--- src/rtl/uart_pkg.sv ---
// Shared definitions for the UART transmit path: idle bit index, default
// byte width and the arbiter FSM state encoding.
package uart_pkg;

    // Bit index reported by tx_uart when no frame is in flight.
    localparam logic [3:0] UART_BIT_IDLE = 4'd15;

    // Default payload width of one serialized byte.
    localparam int UART_DW = 8;

    typedef enum logic [2:0] {
        ST_ARB       = 3'd0,
        ST_LOAD      = 3'd1,
        ST_START     = 3'd2,
        ST_WAIT_ACK  = 3'd3,
        ST_WAIT_DONE = 3'd4
    } arb_state_t;

endpackage

--- src/rtl/rr_pick.sv ---
// Combinational round-robin picker: finds the first set request at or after
// i_ptr, wrapping modulo NREQ. i_ptr must be below NREQ.
module rr_pick #(
    parameter int NREQ = 4,
    parameter int PW   = $clog2(NREQ)
) (
    input  logic [NREQ-1:0] i_req,
    input  logic [PW-1:0]   i_ptr,
    output logic            o_found,
    output logic [PW-1:0]   o_idx
);

    logic [NREQ-1:0] w_hit;
    logic [PW-1:0]   w_cand [NREQ];

    // Candidate index for each scan offset, wrapped explicitly so that
    // non-power-of-2 NREQ never produces an out-of-range index.
    genvar gi;
    generate
        for (gi = 0; gi < NREQ; gi++) begin : g_cand
            logic [PW:0] w_sum;
            assign w_sum       = {1'b0, i_ptr} + (PW+1)'(gi);
            assign w_cand[gi]  = (w_sum >= (PW+1)'(NREQ)) ? PW'(w_sum - (PW+1)'(NREQ))
                                                          : w_sum[PW-1:0];
            assign w_hit[gi]   = i_req[w_cand[gi]];
        end
    endgenerate

    // Lowest scan offset wins: iterate downwards so earlier offsets overwrite.
    always_comb begin
        o_found = 1'b0;
        o_idx   = '0;
        for (int i = NREQ - 1; i >= 0; i--) begin
            if (w_hit[i]) begin
                o_found = 1'b1;
                o_idx   = w_cand[i];
            end
        end
    end

endmodule

--- src/rtl/uart_tx_arbiter.sv ---
// Round-robin, packet-locked arbiter sharing one tx_uart serializer among
// NREQ byte-stream requesters. Byte completion is tracked through the
// serializer's bit index (15 = idle).
module uart_tx_arbiter
    import uart_pkg::*;
#(
    parameter int NREQ         = 4,
    parameter int DW           = UART_DW,
    parameter int LOCK_TIMEOUT = 0
) (
    input  logic                 clk,
    input  logic                 i_reset,
    input  logic [NREQ-1:0]      i_req_valid,
    input  logic [NREQ*DW-1:0]   i_req_data,
    input  logic [NREQ-1:0]      i_req_last,
    output logic [NREQ-1:0]      o_req_ready,
    output logic [NREQ-1:0]      o_grant,
    output logic                 o_start_tx,
    output logic [DW-1:0]        o_tx_data,
    input  logic [3:0]           i_bit_tx,
    output logic                 o_busy
);

    localparam int PW = $clog2(NREQ);
    // Keep the timer at least one bit wide even when the timeout is disabled.
    localparam int TW = (LOCK_TIMEOUT > 0) ? $clog2(LOCK_TIMEOUT + 1) : 1;

    arb_state_t      r_state;
    logic [PW-1:0]   r_ptr;
    logic [PW-1:0]   r_gidx;
    logic [NREQ-1:0] r_grant;
    logic            r_start;
    logic [DW-1:0]   r_tx_data;
    logic            r_last;
    logic [TW-1:0]   r_timer;

    logic            w_found;
    logic [PW-1:0]   w_pick;
    logic            w_accept;
    logic [DW-1:0]   w_sel_data;
    logic            w_sel_last;
    logic [PW-1:0]   w_ptr_next;
    logic            w_timeout;
    logic            w_timer_inc;

    rr_pick #(
        .NREQ (NREQ),
        .PW   (PW)
    ) u_rr_pick (
        .i_req   (i_req_valid),
        .i_ptr   (r_ptr),
        .o_found (w_found),
        .o_idx   (w_pick)
    );

    assign w_accept   = |(i_req_valid & o_req_ready);
    assign w_sel_data = i_req_data[r_gidx*DW +: DW];
    assign w_sel_last = i_req_last[r_gidx];
    // The owner after the current one gets first look at the next arbitration.
    assign w_ptr_next = (r_gidx == PW'(NREQ - 1)) ? '0 : r_gidx + 1'b1;
    // The lock drops on the idle cycle that would bring the timer to LOCK_TIMEOUT.
    assign w_timeout   = (LOCK_TIMEOUT != 0) && (r_timer == TW'(LOCK_TIMEOUT - 1));
    assign w_timer_inc = (LOCK_TIMEOUT != 0) && (r_timer != TW'(LOCK_TIMEOUT));

    // Ready is decoded only from registered state, never from the inputs.
    always_comb begin
        o_req_ready = (r_state == ST_LOAD) ? r_grant : '0;
    end

    assign o_grant    = r_grant;
    assign o_start_tx = r_start;
    assign o_tx_data  = r_tx_data;
    assign o_busy     = (r_state != ST_ARB);

    // Arbitration / byte sequencing FSM with registered outputs.
    always_ff @(posedge clk) begin
        if (i_reset) begin
            r_state   <= ST_ARB;
            r_ptr     <= '0;
            r_gidx    <= '0;
            r_grant   <= '0;
            r_start   <= 1'b0;
            r_tx_data <= '0;
            r_last    <= 1'b0;
            r_timer   <= '0;
        end else begin
            r_start <= 1'b0;
            case (r_state)
                ST_ARB: begin
                    if (w_found) begin
                        r_grant <= NREQ'(1) << w_pick;
                        r_gidx  <= w_pick;
                        r_state <= ST_LOAD;
                    end
                end
                ST_LOAD: begin
                    if (w_accept) begin
                        r_tx_data <= w_sel_data;
                        r_last    <= w_sel_last;
                        r_timer   <= '0;
                        r_start   <= 1'b1;
                        r_state   <= ST_START;
                    end else if (w_timeout) begin
                        r_ptr   <= w_ptr_next;
                        r_grant <= '0;
                        r_timer <= '0;
                        r_state <= ST_ARB;
                    end else if (w_timer_inc) begin
                        r_timer <= r_timer + 1'b1;
                    end
                end
                ST_START: begin
                    r_state <= ST_WAIT_ACK;
                end
                ST_WAIT_ACK: begin
                    if (i_bit_tx != UART_BIT_IDLE) begin
                        r_state <= ST_WAIT_DONE;
                    end
                end
                ST_WAIT_DONE: begin
                    if (i_bit_tx == UART_BIT_IDLE) begin
                        if (r_last) begin
                            r_ptr   <= w_ptr_next;
                            r_grant <= '0;
                            r_state <= ST_ARB;
                        end else begin
                            r_state <= ST_LOAD;
                        end
                    end
                end
                default: begin
                    r_state <= ST_ARB;
                end
            endcase
        end
    end

endmodule

--- config.mk ---
export PLATFORM = sky130hd
export DESIGN_NAME = uart_tx_arbiter
export DESIGN_NICKNAME = d
export VERILOG_FILES = /design/src/rtl/uart_pkg.sv /design/src/rtl/rr_pick.sv /design/src/rtl/uart_tx_arbiter.sv
export SDC_FILE = /design/constraint.sdc
export NUM_CORES = 1
export LEC_CHECK = 0
export CAP_MARGIN = 5
export CORE_AREA = 2 2 64 66
export CTS_BUF_LIST = sky130_fd_sc_hd__clkbuf_8
export CTS_CLUSTER_DIAMETER = 120
export DETAILED_ROUTE_END_ITERATION = 7
export DIE_AREA = 0 0 66 68
export PLACE_DENSITY = 0.8
export SYNTH_ARGS = -nofsm -noshare
export SYNTH_HDL_FRONTEND = slang
export SYNTH_HIERARCHICAL = 1
export SYNTH_SLANG_ARGS = --single-unit
--- constraint.sdc ---
create_clock -name clk -period 1.4 [get_ports clk]
set_clock_uncertainty 0.05 [all_clocks]
set_input_delay 0.42 -clock clk [delete_from_list [all_inputs] [get_ports clk]]
set_output_delay 0.42 -clock clk [all_outputs]
set_load 0.01 [all_outputs]
# == Word-level counts from Yosys, hierarchy flattened ==
# Cells that the tools add are included.
# op_classes
add_sub_neg,8
reduce_logical,10
n_mux,35
eq_ne,12
shift,2
order_cmp,9
n_bitwise,2
# op_table
cell,count
variable part select 32 x 6 -> 8 bit,1
two-way mux 2 bit,9
two-way mux 4 bit,4
< comparator 2 x 3 -> 1 bit (second input constant),5
one-hot mux 3 bit (5 select lines),1
two-way mux 3 bit,4
two-way mux 1 bit,11
binary-select mux 1 bit (select 2 bit),5
greater-or-equal comparator 3 bit (second input constant),3
!= test 2 bit (second input constant),4
one-hot mux 4 bit (2 select lines),1
AND reduction 4 bit,2
subtractor 2 x 1 -> 2 bit (second input constant),4
adder 2 x 2 -> 3 bit (second input constant),2
equality test 3 x 2 -> 1 bit (second input constant),2
bitwise AND 4 bit,1
equality test 4 bit (second input constant),1
!= test 4 bit (second input constant),1
AND reduction 2 bit,2
OR reduction 4 bit,1
left shift 1 x 2 -> 4 bit (first input constant),1
adder 2 x 1 -> 3 bit (second input constant),1
equality test 3 x 1 -> 1 bit (second input constant),1
equality test 3 bit (second input constant),1
10 further kinds,10
# word_totals
input_bits,46
out_inout_bits,18
register_bits,21
wordCells,85

# == Depth between registers and ports, before layout ==
# logic_depth
word_depth,12
depth_mapped,6
mapped_depth_nobuf,6

# == Modules after synthesis ==
# Netlist, hierarchy kept.
# by_module_without_submodules
module,seq_area_each_um2,cells_per_inst,area_each_um2,n_inst
uart_tx_arbiter,420.4,146,1345.0,1
rr_pick,0.0,13,77.6,1

# == Worst setup path after synthesis ==
# No wires, ideal clock.
# synth_path
kind,register to output
from,register r_state[0]
to,output port o_req_ready[0]
path_buffers,1
setup_slack_ns,-0.153
t_required_ns,0.930
stages_incl_launch_ff,4
arrival_time_ns,1.083
path_cell_list,dfxtp_1 > clkbuf_1 > nor3b_1 > and2_1
# synth_via
elab_chain_len,2
# synth_rtl
element,line,rtl
"start, declared",uart_tx_arbiter.sv:28,arb_state_t r_state;
"start signal, assigned",uart_tx_arbiter.sv:78,r_state <= ST_ARB;
"start signal, assigned",uart_tx_arbiter.sv:93,r_state <= ST_LOAD;
"start signal, assigned",uart_tx_arbiter.sv:102,r_state <= ST_START;
equality test 3 x 1 -> 1 bit,uart_tx_arbiter.sv:67,o_req_ready = (r_state == ST_LOAD) ? r_grant : '0;
two-way mux 4 bit,uart_tx_arbiter.sv:67,
"end, declared",uart_tx_arbiter.sv:16,"output logic [NREQ-1:0] o_req_ready,"
# No other way between the ends.

# == Worst setup path after layout ==
# layout_path
from,register r_state[1]
to,output port o_busy
# layout_via
elab_chain_len,1
# layout_rtl
element,line,rtl
nonzero test 3 bit,uart_tx_arbiter.sv:73,assign o_busy = (r_state != ST_ARB);
"end, declared",uart_tx_arbiter.sv:21,output logic o_busy
# No other way between the ends.

==> results.yml <==
cells_and_area:
  num_antenna_cells: 0
  final_cell_mix: "37 x clkdlybuf4s50_1, 32 x buf_4, 18 x nand2_1"
  design_area_mm2: 0.00269
  drive_above_1_share_pct: 44.4
  mostFrequentLayoutCell: "clkdlybuf4s50_1"
  syn2layout_area_growth_pct: 88.8
  final_nets: 309
pwr:
  p_per_area_mw_per_mm2: 718
  p_leak_nw: 1.16
  peakVddDrop_mv: 0.360
global_routing:
  antenna_found_initial: 0
  track_usage_pct: 21.8
  grt_pass1_vias: 1651
  grt_max_degree: 14
  grt-ovfl-total: 0
  grt_pass1_wl_mm: 7.48
yosys:
  synth-xor-area-share_pct: 0
  synth_compound_gate_area_share_pct: 19.0
  synth_fa_ha_area_share_pct: 0.880
  synth.avg_cell_area_um2: 8.95
  muxShareOfSynthArea_pct: 16.4
  yosysSeqAreaShare_pct: 29.6
  syn-num-nets: 206
  synth.ff_latch_count: 21
  synth_cell_types: 40
  synth_top_family_by_area: "simple AND/OR/NAND/NOR gates"
  yosys.area_share.simple_pct: 26.6
  ys.warnings.count: 6
  synthCells: 159
  synth_area_mm2: 0.00142
sta:
  setup_viol: 23
  drv_slew: 0
  max_freq_ghz: 0.586
  report.final.hold_viol_count: 0
  fin_crit_sh_pct: 122
  relSlewSlack_pct: 77.0
  holdWs_ps: 506
  tightest_slew_ps: 345
  min_period_ps: 1710
  setup_slack_ps: -308
  rsz0062_at_grt: "true"
clocking:
  cts_made_buffers: 3
  cts_root_buf: "clkbuf_8"
  clk_pin_slew_worst_paths_ps: 90
  clk_latency_ps: 270
  cts_tree: "built"
  cts_sinks: 21
  htree_num_levels: 1
  clock_path_buffers: 2
  cts_hold_buf: 0
floorplan:
  initial_utilization_pct: 36.9
  die-area_mm2: 0.00449
  row_count: 23
  io_pins: 64
  die_width_um: 66
  die_h_um: 68
  core_mm2: 0.00386
worst_hold_path:
  hold_class: "reg -> reg"
  worstHoldStart: "r_ptr[0]$_SDFFE_PP0P_"
outcome:
  violations: "negative setup slack"
  outcome: "finished, violations left"
routing:
  vias: 1617
  drc: 0
  wire_per_inst_um: 16.0
  first_pass_iters: 4
  viasPerCell: 5.20
  drt_wl_total_mm: 4.97
  ant_nets: 0
  drt_iter0_markers: 87
worst_setup_path:
  crit_start: "r_state[1]$_SDFFE_PP0P_"
  required_ps: 930
  crit_slowest_cell: "dfxtp_4"
  ff2ff_setup_slack_ps: -280
  slowest_delay_ps: 370
  critPathMaxFanout: 3
  start_kind: "register"
  r2r-start: "r_state[0]$_SDFFE_PP0P_"
  critPathKind: "reg -> out"
  crit_path_cell_trace: "buf_6, or3_1, buf_2"
  endpoint_kind: "output pin"
  crit_arrival_ps: 1240
placement:
  port_buffers: 63
  placedInstanceArea_mm2: 0.00232
  dpl.hpwl_mm: 3.35
  place.gp.congestion: 0.856
flow_run:
  max_cap_violations: 0
## through the flow
stage | utilization, % | cells | setup slack, ps | power [mW] | TNS, ps
4_1_cts | 64.7 | 303 | -291 | 1.82 | -4860
3_3_place_gp | 60.2 | 289 | -648 | 1.35 | -12940
5_1_grt | 69.7 | 311 | -347 | 2.02 | -6450
6_report | 69.7 | 311 | -308 | 1.93 | -5120
2_1_floorplan | - | 159 | -32.3 | 1.01 | -126
3_5_place_dp | 60.2 | 289 | -778 | 1.36 | -13820
## what timing repair did
action	4_1_cts	5_1_grt
cloned	0	1
pin swaps	14	14
setup endpoints to repair	39	25
setup buffers	10	8
resized for setup	85	26
## worst paths after layout
path / to / depth (start not counted)
worst min-delay path: r_ptr[0]$_SDFFE_PP0P_ / 2
worst max register to register: o_tx_data[0]$_SDFFE_PP0P_ / 6
worst max-delay path: o_busy / 3
worst min register to register: r_ptr[0]$_SDFFE_PP0P_ / 2
## Yosys cell counts, drive strengths merged
master	instances	area share, %
o21ai	4	1.7
nand4	4	1.8
o32ai	1	0.62
buf	4	1.8
o2111a	1	0.79
a2111oi	1	0.62
a21oi	6	2.1
mux4	9	14
a22oi	2	1.1
nor2	4	1.1
and4	1	0.62
a21boi	1	0.53
nor2b	10	4.4
nor4b	1	0.62
or3b	2	1.2
dfxtp	21	30
mux2i	3	2.1
and2	4	1.8
or3	2	0.88
o211ai	10	8.4
or4b	1	0.97
or4	1	0.53
a211o	1	0.62
ha	1	0.88
clkbuf	7	1.9
a211oi	3	1.9
nor3b	2	1.1
nand4bb	1	0.79
inv	15	4.0
nand2	19	5.0
nand2b	3	1.3
nand3	13	4.6
a311oi	1	0.62
## flip-flops by register name, indices dropped and copies added (netlist names)
name,count
r_last,1
o_tx_data,8
r_ptr,2
o_grant,4
r_gidx,2
o_start_tx,1
r_state,3
## cell type report
type,count,area (µm²)
repair buffers,109,1030
well taps,50,62.6
flip-flops and latches,21,432
clock buffers,3,41.3
inverters,15,56.3
clock inverters,1,5.00
fillers,302,1170
multi-input cells,112,1060
## kinds of logic (layout without fill, tap and decap cells)
group	after synthesis	in the layout
simple gates	68	68
compound gates	31	31
buf+inv	26	128
flops	21	21
mux	12	12
fa+ha+maj	1	1
## power breakdown
group	switching [mW]	internal [mW]
clock	0.222	0.199
sequential	0.0351	0.650
combinational	0.332	0.493
total	0.588	1.34
## layer usage
layer | GRT usage [%] | routed length (µm)
met2 | 41.7 | 2550
met3 | 3.62 | 314
met1 | 24.7 | 2020
met5 | 0 | 0
met4 | 6.89 | 88
## worst max-delay path, delay by kind of cell, from the launching register on
family	cells	cell delay, ps
buf+inv	2	260
flops	1	370
simple gates	1	330
No activity file was read; power rests on OpenSTA's default activity.
